File: src/rtl/piso_tx_if.sv
// Parallel-in serial-out transmitter bus: load handshake toward the
// transmitter and the serial stream, status and captured word coming back.
interface piso_tx_if #(
   parameter int N = 8
);
   logic         l;
   logic [N-1:0] d;
   logic         rdy;
   logic         so;
   logic         sv;
   logic         done;
   logic [N-1:0] q;

   // Producer side: issues load requests and observes the serial stream
   modport master (
      output l,
      output d,
      input  rdy,
      input  so,
      input  sv,
      input  done,
      input  q
   );

   // Transmitter side
   modport slave (
      input  l,
      input  d,
      output rdy,
      output so,
      output sv,
      output done,
      output q
   );
endinterface

File: src/rtl/piso_tx.sv
// Parallel-in serial-out transmitter. A word accepted in IDLE is shifted out
// MSB first over N cycles, followed by a single DONE cycle carrying a done
// pulse. All outputs come straight from registers, so nothing on the load
// side ripples combinationally into the serial side.
module piso_tx #(
   parameter int N = 8
) (
   input  logic      ck,
   input  logic      rst,
   piso_tx_if.slave  bus
);

   localparam int CW = (N > 1) ? $clog2(N) : 1;

   typedef enum logic [1:0] {
      IDLE,
      SHIFT,
      DONE
   } state_t;

   state_t        state_q;
   logic [N-1:0]  shift_q;
   logic [N-1:0]  shift_d;
   logic [N-1:0]  word_q;
   logic [CW-1:0] cnt_q;
   logic [CW-1:0] cnt_d;
   logic          rdy_q;
   logic          so_q;
   logic          sv_q;
   logic          done_q;

   // Next values of the shift register (left shift, zero fill) and bit counter
   always_comb begin
      shift_d = {shift_q[N-2:0], 1'b0};
      cnt_d   = cnt_q - 1'b1;
   end

   // Frame sequencer: loads in IDLE, shifts for N cycles, pulses done once;
   // the outputs are registered alongside the state they describe
   always_ff @(posedge ck) begin
      if (rst) begin
         state_q <= IDLE;
         shift_q <= '0;
         cnt_q   <= '0;
         word_q  <= '0;
         rdy_q   <= 1'b1;
         so_q    <= 1'b0;
         sv_q    <= 1'b0;
         done_q  <= 1'b0;
      end else begin
         case (state_q)
            IDLE: begin
               if (bus.l) begin
                  shift_q <= bus.d;
                  word_q  <= bus.d;
                  cnt_q   <= CW'(N - 1);
                  state_q <= SHIFT;
                  rdy_q   <= 1'b0;
                  sv_q    <= 1'b1;
                  so_q    <= bus.d[N-1];
               end
            end
            SHIFT: begin
               shift_q <= shift_d;
               if (cnt_q == '0) begin
                  state_q <= DONE;
                  sv_q    <= 1'b0;
                  so_q    <= 1'b0;
                  done_q  <= 1'b1;
               end else begin
                  cnt_q   <= cnt_d;
                  so_q    <= shift_q[N-2];
               end
            end
            DONE: begin
               state_q <= IDLE;
               done_q  <= 1'b0;
               rdy_q   <= 1'b1;
            end
            default: begin
               state_q <= IDLE;
               rdy_q   <= 1'b1;
               so_q    <= 1'b0;
               sv_q    <= 1'b0;
               done_q  <= 1'b0;
            end
         endcase
      end
   end

   assign bus.rdy  = rdy_q;
   assign bus.so   = so_q;
   assign bus.sv   = sv_q;
   assign bus.done = done_q;
   assign bus.q    = word_q;

endmodule

File: src/flat_wrapper.sv
// flat-port wrapper written by rule: the top's interface ports become plain ports
module piso_tx_flat 
#(
   parameter int N = 8
)
  (ck, rst, bus_l, bus_d, bus_rdy, bus_so, bus_sv, bus_done, bus_q);
  piso_tx_if #(.N(N)) bus_i ();
  input  logic ck;
  input  logic rst;
  input wire logic [$bits(bus_i.l)-1:0] bus_l;
  input wire logic [$bits(bus_i.d)-1:0] bus_d;
  output wire logic [$bits(bus_i.rdy)-1:0] bus_rdy;
  output wire logic [$bits(bus_i.so)-1:0] bus_so;
  output wire logic [$bits(bus_i.sv)-1:0] bus_sv;
  output wire logic [$bits(bus_i.done)-1:0] bus_done;
  output wire logic [$bits(bus_i.q)-1:0] bus_q;
  assign bus_i.l = bus_l;
  assign bus_i.d = bus_d;
  assign bus_rdy = bus_i.rdy;
  assign bus_so = bus_i.so;
  assign bus_sv = bus_i.sv;
  assign bus_done = bus_i.done;
  assign bus_q = bus_i.q;
  piso_tx #(.N(N)) u_core (.ck(ck), .rst(rst), .bus(bus_i));
endmodule
File: config.mk
export PLATFORM = sky130hd
export DESIGN_NAME = piso_tx_flat
export DESIGN_NICKNAME = d
export VERILOG_FILES = /design/src/rtl/piso_tx_if.sv /design/src/rtl/piso_tx.sv /design/src/flat_wrapper.sv
export SDC_FILE = /design/constraint.sdc
export NUM_CORES = 1
export LEC_CHECK = 0
export CAP_MARGIN = 20
export CORE_MARGIN = 4
export CORE_UTILIZATION = 43
export CTS_CLUSTER_SIZE = 25
export DETAILED_ROUTE_END_ITERATION = 12
export HOLD_SLACK_MARGIN = 0.15
export PLACE_DENSITY = 0.79
export SYNTH_ARGS = -nofsm -noshare
export SYNTH_HDL_FRONTEND = slang
export SYNTH_SLANG_ARGS = --single-unit
File: constraint.sdc
create_clock -name ck -period 1.5 [get_ports ck]
set_input_delay 0.3 -clock ck [delete_from_list [all_inputs] [get_ports ck]]
set_output_delay 0.3 -clock ck [all_outputs]
set_load 0.01 [all_outputs]
==> reports/metrics.yaml, run 1 <==
clocking:
  cts_buffers: 3
  cts_max_level: 1
  clk_latency_ns: 0.30
  holdBufCountCts: 0
  clock-sinks: 24
  cts_tree: "yes"
  clock-root-buffer: "clkbuf_4"
  cts_buffer_depth: 2
  path_clk_slew_ns: 0.12
sta:
  timing.hold.ws_ns: 0.460
  fmax_mhz: 684
  drv_slew: 0
  timing.final.ws_setup_ns: 0.0388
  tightest_slew_ns: 0.437
  period_minus_slack_ns: 1.46
  setup_tns_ns: 0
  finalHoldViolCount: 0
  fin_worst_skew_ns: 0.00681
  rsz0062_at_grt: "yes"
  period_share_pct: 97.4
  finalSetupViolCount: 0
  max-slew-margin-rel_pct: 70.8
place:
  placed_cells: 168
  globalplace.congestion: 0.826
  portBuffers: 22
  dpl.hpwl_um: 1710
  postPlaceCellArea_um2: 1290
  pre_cts_ws_ns: -0.182
flow_run:
  max_cap_viol_count: 0
grt:
  grt_max_degree: 15
  grt_pass1_wl_um: 3930
  grt_pass1_vias: 883
  antenna_found_initial: 0
  grt_overflow: 0
  grt_usage_pct: 15.7
setup_path:
  r2r_cells: 7
  path_cells: "inv_1 -> ha_1 -> ha_2 -> nor3b_4 -> buf_6 -> a21o_1 -> a21oi_1"
  crit_start: "u_core.cnt_q[0]"
  path_depth: 7
  cp-start-kind: "flop"
  cpPeakStageDelay_ns: 0.34
  path_delay_family: "adder cells"
  reg2reg_from: "u_core.cnt_q[0]"
  regToRegEndpoint: "u_core.cnt_q[0]"
  arrival_ns: 1.66
  path_buf_inv: 2
  setup.worst_path.end: "u_core.cnt_q[0]"
  critPathKind: "flop to flop"
  path_max_fanout: 4
  reg2reg_slack_ns: 0.04
  end_kind: "flop"
  cp.required_ns: 1.70
  cpMaxStageDelayCell: "dfxtp_2"
detailed_routing:
  wl_per_cell_um: 13.2
  drc: 0
  vias: 892
  drt_iter0_markers: 16
  vias_per_cell: 5.19
  antenna_left: 0
  first_pass_iters: 4
  wirelength_um: 2260
die:
  start_util_pct: 45.3
  die_w_um: 56.3
  dieArea_um2: 3170
  die_y_um: 56.3
  ioPinCount: 23
  coreArea_um2: 2210
  floorplan.rows: 17
layout:
  layout.nets: 159
  syn_to_final_growth_pct: 33.1
  stdcell_area_um2: 1330
  diodes: 0
  fillCellCount: 208
  final_layout_size_suffix_gt1_share_pct: 16.0
  fin_cells: 172
logic_synthesis:
  syn_avg_cell_area_um2: 8.71
  syn_nets: 128
  synth_flop_cell: "dfxtp_1"
  synthCells: 115
  synth-seq-cells: 24
  ys_seq_area_share_pct: 47.9
  async_flop_share_pct: 0
  synth_edf_count: 0
  synth.cell_area_um2: 1000
  ys.warnings.count: 0
  netlist-cell-type-count: 25
pwr:
  powerDensity_nw_per_um2: 1020
  ir_worst_vdd_v: 0.000688
  leakage_nw: 0.587
status:
  status: "complete, no violations"
min_path:
  hp-class: "flop to flop"
kinds of logic after synthesis:
family	after synthesis	share of synthesized area, %
buffers and inverters	10	5.24
flip-flops	24	47.9
AO/OA/AOI/OAI	25	14.4
adder cells (fa/ha/maj)	2	2.50
AND/OR/NAND/NOR	54	30.0
flip-flops by register name (all words and copies together), names as in the netlist:
| name | cells |
|---|---|
| u_core.cnt_q | 3 |
| u_core.state_q | 2 |
| u_core.bus.so | 1 |
| u_core.shift_q | 7 |
| u_core.bus.sv | 1 |
| u_core.bus.q | 8 |
| u_core.bus.done | 1 |
| u_core.bus.rdy | 1 |
how the worst min path moves through the flow:
stage / cells after the start / slack (ns) / startpoint / end
floorplan: 1 / 0.38 / rst / u_core.cnt_q[1]
global route: 2 / 0.50 / u_core.bus.q[7] / u_core.bus.q[7]
global placement: 2 / 0.45 / u_core.bus.q[1] / u_core.bus.q[1]
finish: 2 / 0.46 / u_core.bus.q[2] / u_core.bus.q[2]
CTS: 2 / 0.47 / u_core.bus.q[2] / u_core.bus.q[2]
detailed placement: 2 / 0.45 / u_core.bus.q[2] / u_core.bus.q[2]
layer usage:
metal / track usage (%) / part of all wire (%)
met1: 18.0 / 41
met2: 27.7 / 53
met3: 2.99 / 4.1
met4: 7.46 / 1.9
met5: 0 / 0
cell usage after synthesis (2+ instances only):
cell | n | area [um^2]
dfxtp_1 | 24 | 480
a21oi_1 | 17 | 85.1
nand2_1 | 17 | 63.8
nor2_1 | 9 | 33.8
nand2b_1 | 8 | 50.1
nor3_1 | 8 | 40.0
or3b_1 | 7 | 61.3
buf_2 | 3 | 15.0
inv_1 | 3 | 11.3
a221oi_1 | 2 | 17.5
clkbuf_1 | 2 | 7.51
ha_1 | 2 | 25.0
what timing repair did:
item,4_1_cts,5_1_grt
resized for setup,10,7
setup endpoints to repair,10,5
setup buffers,0,1
pin swaps,0,1
metrics by stage:
| stage | utilization, % | total power [mW] |
|---|---|---|
| final | 60.3 | 1.36 |
| after global routing | 60.3 | 1.45 |
| after CTS | 58.8 | 1.35 |
| after detailed placement | 58.4 | 1.11 |
| after global placement | 58.4 | 1.09 |
| after floorplan | - | 0.957 |
layout by cell type, fill, tap and decap left out, drive strengths merged:
cell type | Yosys | routed
o21bai | 1 | 1
ha | 2 | 2
o21ai | 2 | 2
a21o | 1 | 1
a31oi | 1 | 1
clkbuf | 2 | 3
nand2 | 18 | 18
clkdlybuf4s50 | 0 | 10
nor3 | 8 | 8
nand2b | 8 | 8
nand3b | 1 | 1
a221oi | 2 | 2
o21ba | 1 | 1
dlymetal6s2s | 0 | 2
a21oi | 17 | 17
buf | 5 | 11
dfxtp | 24 | 24
nor3b | 2 | 2
or3b | 7 | 7
inv | 3 | 3
dlygate4sd2 | 0 | 10
nor2 | 10 | 10
tightest hold or removal path, cell delays in order (launching register included):
cell     delay, ns
dfxtp_1       0.33
nand2_1       0.05
a21oi_1       0.05
power breakdown:
part	internal [mW]	switching, mW
registers	0.705	0.0410
logic	0.183	0.168
clock network	0.0937	0.171
total	0.982	0.380
area by class of cell:
type	instances	area (um^2)	area share, %
multi-input cells	81	484	36.3
flip-flops and latches	24	482	36.1
repair buffers	33	299	22.4
well taps	28	35.0	2.63
clock buffers	3	22.5	1.69
inverters	3	11.3	0.844
No activity file was read; power rests on OpenSTA's default activity.
==> run 2: changes to the inputs <==
SLEW_MARGIN = 20   (was not set)
==> results of run 2 <==
Final layout, timing and power as in run 1 (identical DEF).
